File: config.mk
export PLATFORM = sky130hd
export DESIGN_NAME = muldiv_iter
export DESIGN_NICKNAME = d
export VERILOG_FILES = /design/src/rtl/muldiv_iter.sv
export SDC_FILE = /design/constraint.sdc
export NUM_CORES = 1
export LEC_CHECK = 0
export ABC_AREA = 1
export CELL_PAD_IN_SITES_DETAIL_PLACEMENT = 1
export CELL_PAD_IN_SITES_GLOBAL_PLACEMENT = 1
export CORE_ASPECT_RATIO = 1.4
export CORE_MARGIN = 5
export CORE_UTILIZATION = 45
export DETAILED_ROUTE_END_ITERATION = 6
export PLACE_DENSITY = 0.94
export SETUP_SLACK_MARGIN = 0.5
export SLEW_MARGIN = 10
export SYNTH_ARGS = -nofsm -noshare
export SYNTH_HDL_FRONTEND = slang
export SYNTH_SLANG_ARGS = --single-unit
File: constraint.sdc
create_clock -name clk -period 4.09 [get_ports clk]
set_input_delay 1.227 -clock clk [delete_from_list [all_inputs] [get_ports clk]]
set_output_delay 1.227 -clock clk [all_outputs]
set_load 0.05 [all_outputs]
File: src/rtl/muldiv_iter.sv
// Iterative RV-M multiply/divide unit: shift-add multiply, restoring divide,
// single-cycle fast path for divide-by-zero and signed overflow.
module muldiv_iter #(
  parameter int unsigned XLEN       = 32,
  parameter int unsigned MUL_UNROLL = 1,
  parameter int unsigned TAG_W      = 5
) (
  input  logic             clk,
  input  logic             reset,
  input  logic             flush,
  input  logic             in_valid,
  output logic             in_ready,
  input  logic [2:0]       in_op,
  input  logic [XLEN-1:0]  in_a,
  input  logic [XLEN-1:0]  in_b,
  input  logic [TAG_W-1:0] in_tag,
  output logic             out_valid,
  input  logic             out_ready,
  output logic [XLEN-1:0]  out_result,
  output logic [TAG_W-1:0] out_tag,
  output logic             out_div_by_zero,
  output logic             out_overflow
);

  localparam int unsigned    MulIters = XLEN / MUL_UNROLL;
  localparam int unsigned    CntW     = $clog2(XLEN);
  localparam logic [CntW-1:0] MulLast = CntW'(MulIters - 1);
  localparam logic [CntW-1:0] DivLast = CntW'(XLEN - 1);

  typedef enum logic [2:0] {StIdle, StMul, StDiv, StFixup, StDone} state_e;

  state_e            state_q, state_d;
  logic [2:0]        op_q, op_d;
  logic [TAG_W-1:0]  tag_q, tag_d;
  logic              sa_q, sa_d, sb_q, sb_d;
  logic [CntW-1:0]   cnt_q, cnt_d;
  logic [2*XLEN-1:0] mcand_q, mcand_d, acc_q, acc_d;
  logic [XLEN-1:0]   b_q, b_d, result_q, result_d;
  logic              dz_q, dz_d, ovf_q, ovf_d;

  logic              accept, is_mul, sgn_a, sgn_b, neg_a, neg_b, div_zero, div_ovf;
  logic [XLEN-1:0]   a_mag, b_mag;

  logic [2*XLEN-1:0] mul_sum, prod, div_next;
  logic [XLEN:0]     diff;
  logic [XLEN-1:0]   quo, rem, fix_result;

  assign in_ready        = (state_q == StIdle);
  assign out_valid       = (state_q == StDone);
  assign out_result      = result_q;
  assign out_tag         = tag_q;
  assign out_div_by_zero = dz_q;
  assign out_overflow    = ovf_q;

  // Request decode: signedness per operand, magnitudes and fast-path detection.
  always_comb begin
    accept   = in_valid && in_ready && !flush;
    is_mul   = !in_op[2];
    sgn_a    = is_mul ? (in_op[1:0] != 2'b11) : !in_op[0];
    sgn_b    = is_mul ? !in_op[1] : !in_op[0];
    neg_a    = sgn_a && in_a[XLEN-1];
    neg_b    = sgn_b && in_b[XLEN-1];
    a_mag    = neg_a ? -in_a : in_a;
    b_mag    = neg_b ? -in_b : in_b;
    div_zero = !is_mul && (in_b == '0);
    div_ovf  = !is_mul && !in_op[0] && (in_a == {1'b1, {(XLEN-1){1'b0}}}) && (&in_b);
  end

  // Datapath: one multiply step, one divide step and the final sign fixup.
  always_comb begin
    mul_sum = acc_q;
    for (int unsigned i = 0; i < MUL_UNROLL; i++) begin
      if (b_q[i]) mul_sum = mul_sum + (mcand_q << i);
    end

    // acc holds {remainder, dividend bits not yet consumed}.
    diff     = acc_q[2*XLEN-1:XLEN-1] - {1'b0, b_q};
    div_next = diff[XLEN] ? {acc_q[2*XLEN-2:0], 1'b0}
                          : {diff[XLEN-1:0], acc_q[XLEN-2:0], 1'b1};

    prod = (sa_q ^ sb_q) ? -acc_q : acc_q;
    quo  = (sa_q ^ sb_q) ? -acc_q[XLEN-1:0] : acc_q[XLEN-1:0];
    rem  = sa_q ? -acc_q[2*XLEN-1:XLEN] : acc_q[2*XLEN-1:XLEN];

    unique case (op_q)
      3'b000:                 fix_result = prod[XLEN-1:0];
      3'b001, 3'b010, 3'b011: fix_result = prod[2*XLEN-1:XLEN];
      3'b100, 3'b101:         fix_result = quo;
      default:                fix_result = rem;
    endcase
  end

  always_comb begin
    state_d  = state_q;
    op_d     = op_q;
    tag_d    = tag_q;
    sa_d     = sa_q;
    sb_d     = sb_q;
    cnt_d    = cnt_q;
    mcand_d  = mcand_q;
    acc_d    = acc_q;
    b_d      = b_q;
    result_d = result_q;
    dz_d     = dz_q;
    ovf_d    = ovf_q;

    case (state_q)
      StIdle: begin
        if (accept) begin
          op_d    = in_op;
          tag_d   = in_tag;
          sa_d    = neg_a;
          sb_d    = neg_b;
          mcand_d = {{XLEN{1'b0}}, a_mag};
          b_d     = b_mag;
          acc_d   = is_mul ? '0 : {{XLEN{1'b0}}, a_mag};
          cnt_d   = is_mul ? MulLast : DivLast;
          dz_d    = div_zero;
          ovf_d   = div_ovf;
          if (div_zero) begin
            result_d = in_op[1] ? in_a : '1;
            state_d  = StDone;
          end else if (div_ovf) begin
            result_d = in_op[1] ? '0 : in_a;
            state_d  = StDone;
          end else begin
            state_d = is_mul ? StMul : StDiv;
          end
        end
      end
      StMul: begin
        acc_d   = mul_sum;
        mcand_d = mcand_q << MUL_UNROLL;
        b_d     = b_q >> MUL_UNROLL;
        cnt_d   = cnt_q - CntW'(1);
        if (cnt_q == '0) state_d = StFixup;
      end
      StDiv: begin
        acc_d = div_next;
        cnt_d = cnt_q - CntW'(1);
        if (cnt_q == '0) state_d = StFixup;
      end
      StFixup: begin
        result_d = fix_result;
        state_d  = StDone;
      end
      StDone: begin
        if (out_ready) state_d = StIdle;
      end
      default: state_d = StIdle;
    endcase

    if (flush) state_d = StIdle;
  end

  always_ff @(posedge clk) begin
    if (reset) begin
      state_q  <= StIdle;
      op_q     <= '0;
      tag_q    <= '0;
      sa_q     <= 1'b0;
      sb_q     <= 1'b0;
      cnt_q    <= '0;
      mcand_q  <= '0;
      acc_q    <= '0;
      b_q      <= '0;
      result_q <= '0;
      dz_q     <= 1'b0;
      ovf_q    <= 1'b0;
    end else begin
      state_q  <= state_d;
      op_q     <= op_d;
      tag_q    <= tag_d;
      sa_q     <= sa_d;
      sb_q     <= sb_d;
      cnt_q    <= cnt_d;
      mcand_q  <= mcand_d;
      acc_q    <= acc_d;
      b_q      <= b_d;
      result_q <= result_d;
      dz_q     <= dz_d;
      ovf_q    <= ovf_d;
    end
  end

endmodule

==> summary.txt, run 1 <==
Critical path
  – Crit-path cells: nor2_1 -> nand2_1 -> inv_1 -> clkdlybuf4s50_1
  – CP arrival: approximately 2300 ps
  – Endpoint class of the critical path: output port
  – Crit start category: register
  – Worst path max stage delay: 870 ps
  – CP max FO: 5
  – Flop-to-flop setup slack: 690 ps
  – Kind of critical path: register to output port
  – Critical Path RT: ~2900 ps
  – Critical-path top delay cell: clkdlybuf4s50_1

Clocking
  – Hold buffers post-CTS: 0
  – Clock sinks: 212
  – TritonCTS buffer count: 25
  – Skew-Pair Late Insertion Delay: between 500 and 600 ps
  – Clk pin slew, worst setup/hold paths: 60 ps
  – CTS tree: yes
  – CTS root buf: clkbuf_16
  – Max clock buf depth: 3
  – H-Tree Level Count: 1

Global route
  – Largest net degree at the start of global routing: about 140
  – Initial antenna violation count: 4
  – GRT Util Overall: 0.396
  – Vias in the first global route: 31099
  – Overflow after GRT: 0
  – Wire length of the first global-routing pass: 177000 µm

STA
  – Final Hold Viols: 0
  – Tcrit/Tclk final: 0.853
  – Max_slew headroom: 0.226
  – RSZ-0062 raised after global routing: no
  – Final setup fails: 0
  – Max Slew Vio Count: 0
  – Final Skew: between 15 and 20 ps
  – Setup TNS: 0 ps
  – Maximum clock frequency: around 290 MHz
  – Tmin final: about 3500 ps
  – Slew at the pin with the worst max-slew slack: 1160 ps

Synth
  – Post-synth top flop: dfxtp_1
  – Share of the synthesized area in the top cell type: 0.255
  – Top cells by count, synth: 1599 x nand2_1, 652 x inv_1, 501 x nor2_1
  – Seq/Total Area, Yosys: 0.181
  – Synth async-reset ratio: 0
  – Most frequent cell after synthesis: nand2_1
  – Post-synthesis cell type count: 52
  – Area leader, netlist: nand2_1
  – Synth warn: 0
  – Flops & latches, synth: ~210
  – Synth Instances: roughly 4400
  – Post-synth EDFFs: 0
  – Syn Nets: between 4000 and 5000
  – Top post-synthesis cells by area: nand2_1 26%, dfxtp_1 18%, inv_1 10%, nor2_1 8.0%, nand3_1 7.6%
  – Avg Inst Size Synth: about 5.3 µm²
  – Synthesized cell area: 23500 µm²

Routing
  – Wire per inst: roughly 23 µm
  – DR DRC count: 0
  – Via count: a little over 30000
  – DR vias/cell: ~6
  – Antenna viol nets, final: 0
  – WL final: approximately 120000 µm
  – Initial drt markers: between 2000 and 3000
  – Drt pass-1 iters: 7

Layout
  – Count of filler cells inserted in the layout: 7734
  – Non-Filler Instances: 5202
  – Synth-to-layout area growth: 12.0%
  – Final nets: ~4700
  – Layout cell share with drive strength beyond 1: 0.0409

Pwr
  – VDD IR max: 313 µV
  – Leakage power: roughly 13 nW
  – Power per cell area: roughly 390 nW/µm²

Floorplan
  – Die width: a little over 200 µm
  – Initial Util: 0.453
  – FP Rows: between 90 and 100
  – Number of top-level pins: 118
  – Die Ht: between 200 and 300 µm
  – Core region area: between 50000 and 60000 µm²
  – Die ar.: about 57000 µm²

Placement
  – Detail Placement HPWL: between 90000 and 100000 µm
  – RD Place Congestion: about 1.1
  – Placed cell count: just over 5000
  – Port buffer count: about 120

Hold path
  – HP Class: register to register

Status
  – Status: complete, no violations

Flow run
  – # Max-Cap Violations: 0
[metrics by stage]
stage | setup WS [ps] | utilization | total power, mW | instance area (µm²) | hold WS, ps
floorplan | 1280 | - | 5.98 | 23500 | 443
global placement | 333 | 0.492 | 7.58 | 25500 | 459
detailed placement | 226 | 0.492 | 7.75 | 25500 | 468
CTS | 552 | 0.507 | 10.0 | 26300 | 478
global route | 520 | 0.507 | 10.7 | 26300 | 500
finish | 603 | 0.507 | 10.2 | 26300 | 480
[sequential cells by signal, summed over array words and instances, names as in the netlist, 3 cells and up]
register / cells
op_q: 3
state_q: 3
out_result: 32
out_tag: 5
cnt_q: 5
b_q: 32
mcand_q: 64
acc_q: 64
[logic make-up (layout without fill, tap and decap cells)]
family          after synthesis  in the layout  share of synthesized area
compound gates              631            631                      0.148
xor+xnor                     67             67                     0.0253
fa+ha+maj                   104            104                     0.0560
buf+inv                     804            903                      0.133
flops                       212            212                      0.181
other cells                   0              1                          0
simple gates               2628           2628                      0.458
[repair_timing]
item | CTS | global route
setup endpoints to repair | 1 | 2
setup buffers | 0 | 0
resized for setup | 1 | 1
pin swaps | 0 | 0
[critical path, delay by kind of cell (launching register included)]
kind	cells	cell delay (ps)
flops	1	370
buf+inv	2	990
simple gates	2	330
[report_power, final]
| part | internal (mW) | switching, mW | total [mW] |
|---|---|---|---|
| Combinational | 1.56 | 3.74 | 5.30 |
| Clock | 1.30 | 0.979 | 2.27 |
| Sequential | 2.24 | 0.384 | 2.63 |
[cell usage in the layout (no fill, tap or decap), types with 19 or more instances in the layout]
cell type	instances
nand3_1	359
dfxtp_1	212
nand2_1	1599
clkdlybuf4s50_1	115
nor3_1	32
nand3b_1	24
a21oi_1	284
nor2_1	498
clkbuf_16	25
xnor2_1	25
o21ai_0	182
xor2_1	41
buf_4	76
o211ai_1	36
a31oi_1	69
inv_1	650
a22oi_1	19
ha_1	101
nand4_1	43
[metal layers]
metal  vias up  share of wire  track usage
li1      14242              -            -
met1     14408           0.37        0.441
met2      1450           0.44        0.649
met3       535          0.076       0.0669
met4         2           0.11        0.351
met5         -        0.00011            0
[final timing paths]
path,start,to,cells past startpoint
max,state_q[1]$_SDFFE_PP0P_,in_ready,4
min,op_q[0]$_SDFFE_PP0P_,op_q[0]$_SDFFE_PP0P_,2
max reg2reg,acc_q[0]$_SDFFE_PP0P_,acc_q[44]$_SDFFE_PP0P_,17
min reg2reg,op_q[0]$_SDFFE_PP0P_,op_q[0]$_SDFFE_PP0P_,2
[layout make-up]
| cell class | instances | area, µm² | area share |
|---|---|---|---|
| well taps | 656 | 821 | 0.0312 |
| clock buffers | 34 | 689 | 0.0262 |
| inverters | 664 | 2490 | 0.0948 |
| repair buffers | 196 | 1810 | 0.0688 |
| flip-flops and latches | 212 | 4240 | 0.161 |
| diodes | 1 | 2.50 | 0.0000950 |
| clock inverters | 9 | 95.1 | 0.00361 |
| multi-input cells | 3430 | 16200 | 0.614 |
No activity file was read; power rests on OpenSTA's default activity.
==> inputs of run 2 (changes only) <==
- CAP_MARGIN: unset -> 20
- PLACE_DENSITY: 0.94 -> unset
- PLACE_DENSITY_LB_ADDON: unset -> 0.08
- REMOVE_ABC_BUFFERS: unset -> 1
==> run 2 against run 1 <==
  * Count of clock-buffer cells in the layout down 3
  * Via count down 1.3%
  * Combinational power down 0.8%
  * Power up 2.9%
  * Critical path type unchanged
  * Global-route usage down 0.41 points
  * Register-to-register slack about the same
  * Largest cell class unchanged
  * Worst setup slack better by 2.1 ps
  * Final area up 0.19%
  * Sequential share of layout area about the same
  * Fmax about the same
==> summary.txt, run 2 (synthesis gave the netlist of run 1 again) <==
Floorplan
  – Die Ht: 280 µm (unchanged)
  – Number of top-level pins: 118 (unchanged)
  – Die width: 203 µm (unchanged)
  – FP Rows: 99 (unchanged)
  – Die ar.: 57000 µm² (unchanged)
  – Core region area: 51900 µm² (unchanged)
  – Initial Util: 0.453 (unchanged)

Layout
  – Synth-to-layout area growth: 12.2% (was 12.0%)
  – Non-Filler Instances: 5194 (was 5202)
  – Finished layout cell area: 26400 µm² (was 26300 µm²)
  – Most frequent cells in the layout: 1599 x nand2_1, 650 x inv_1, 497 x nor2_1 (was 1599 x nand2_1, 650 x inv_1, 498 x nor2_1)
  – Commonest non-fill, non-tap cell in the layout: nand2_1 (unchanged)
  – Final nets: 4698 (was 4710)
  – Layout cell share with drive strength beyond 1: 0.0399 (was 0.0409)
  – Biggest regs: acc_q: 64 flops, mcand_q: 64 flops (unchanged)

STA
  – Final Hold Viols: 0 (unchanged)
  – Tmin final: 3480 ps (was 3490 ps)
  – Final setup fails: 0 (unchanged)
  – Final hold slack: 486 ps (was 480 ps)
  – Max Slew Vio Count: 0 (unchanged)
  – Slew at the pin with the worst max-slew slack: 1010 ps (was 1160 ps)
  – Tcrit/Tclk final: 0.852 (was 0.853)
  – Final Skew: 34.8 ps (was 17.3 ps)
  – RSZ-0062 raised after global routing: no (unchanged)
  – Maximum clock frequency: 287 MHz (about the same)
  – Max_slew headroom: 0.324 (was 0.226)
  – Setup ws final: 605 ps (was 603 ps)

Global route
  – Initial antenna violation count: 0 (was 4)
  – Wire length of the first global-routing pass: 174000 µm (was 177000 µm)
  – Vias in the first global route: 30500 (was 31099)
  – GRT Util Overall: 0.392 (was 0.396)
  – Overflow after GRT: 0 (unchanged)
  – Largest net degree at the start of global routing: 90 (was 141)

Clocking
  – H-Tree Level Count: 1 (unchanged)
  – Clock sinks: 212 (unchanged)
  – CTS tree: yes (unchanged)
  – Max clock buf depth: 3 (unchanged)
  – CTS root buf: clkbuf_16 (unchanged)
  – Skew-Pair Late Insertion Delay: 590 ps (was 560 ps)
  – TritonCTS buffer count: 26 (was 25)
  – Hold buffers post-CTS: 0 (unchanged)
  – Clk pin slew, worst setup/hold paths: 60 ps (about the same)

Flow run
  – # Max-Cap Violations: 0 (unchanged)

Critical path
  – Crit-path cells: nor2_1 -> nand2_1 -> inv_1 -> clkdlybuf4s50_1 (unchanged)
  – CP arrival: 2260 ps (about the same)
  – Critical-path top delay cell: clkdlybuf4s50_1 (unchanged)
  – CP max FO: 5 (unchanged)
  – Endpoint class of the critical path: output port (unchanged)
  – Worst path max stage delay: 850 ps (was 870 ps)
  – Critical Path RT: 2860 ps (about the same)
  – Crit start category: register (unchanged)
  – Kind of critical path: register to output port (unchanged)

Pwr
  – VDD IR max: 334 µV (was 313 µV)
  – Total power: 10.5 mW (was 10.2 mW)
  – Leakage power: 13.3 nW (about the same)
  – Power per cell area: 398 nW/µm² (was 388 nW/µm²)

Routing
  – WL final: 116000 µm (was 117000 µm)
  – Via count: 30245 (was 30637)
  – Wire per inst: 22.4 µm (was 22.6 µm)
  – DR vias/cell: 5.82 (was 5.89)
  – Drt pass-1 iters: 5 (was 7)
  – Initial drt markers: 2200 (was 2523)
  – DR DRC count: 0 (unchanged)
  – Antenna viol nets, final: 0 (unchanged)

Placement
  – Placed cell count: 5145 (was 5158)
  – RD Place Congestion: 1.02 (was 1.06)
  – Port buffer count: 117 (unchanged)
  – Detail Placement HPWL: 93300 µm (was 94000 µm)
  – Placed instance area: 25400 µm² (was 25500 µm²)
  – Place WS: 284 ps (was 226 ps)

Status
  – Status: complete, no violations (unchanged)

Hold path
  – HP Class: register to register (unchanged)
run 2: where the power goes:
group          total, mW  switching, mW  leakage [nW]  internal [mW]
Clock               2.60           1.07         0.453           1.53
Sequential          2.64          0.397          1.73           2.24
Combinational       5.26           3.73          11.1           1.53
Total               10.5           5.19          13.3           5.30
run 2: metrics by stage:
stage | TNS, ps | util
floorplan | -126820 | -
global placement | 0 | 0.490
detailed placement | 0 | 0.490
CTS | 0 | 0.508
global route | 0 | 0.508
finish | 0 | 0.508
run 2: final timing paths:
path,cells after the start,endpoint,slack [ps],start
worst max-delay path,4,in_ready,610,state_q[1]$_SDFFE_PP0P_
worst min register to register,2,mcand_q[0]$_SDFFE_PP0P_,490,mcand_q[0]$_SDFFE_PP0P_
worst min-delay path,2,mcand_q[0]$_SDFFE_PP0P_,490,mcand_q[0]$_SDFFE_PP0P_
worst max register to register,19,acc_q[44]$_SDFFE_PP0P_,680,acc_q[31]$_SDFFE_PP0P_
run 2: critical path, delay by kind of cell (launching register included):
kind	cells	cell delay, ps
DFF	1	360
buffers and inverters	2	990
and+or+nand+nor	2	320
run 2: final cells by class:
class | instances | area (µm²)
antenna | 1 | 2.50
clock buffer | 31 | 689
clock inverter | 17 | 241
fill | 7850 | 25500
inverter | 664 | 2490
multi-input combinational | 3430 | 16200
sequential | 212 | 4240
tap | 656 | 821
timing repair buffer | 183 | 1700
run 2: layer usage:
metal | global-route usage | wire length (µm)
met4 | 0.329 | 12300
met1 | 0.430 | 42300
met3 | 0.0557 | 7680
met2 | 0.667 | 53900
met5 | 0 | 0
run 2: what timing repair did:
action | CTS | global route
setup endpoints to repair | 0 | 14
resized for setup | 0 | 3
buffers inserted | 0 | 0
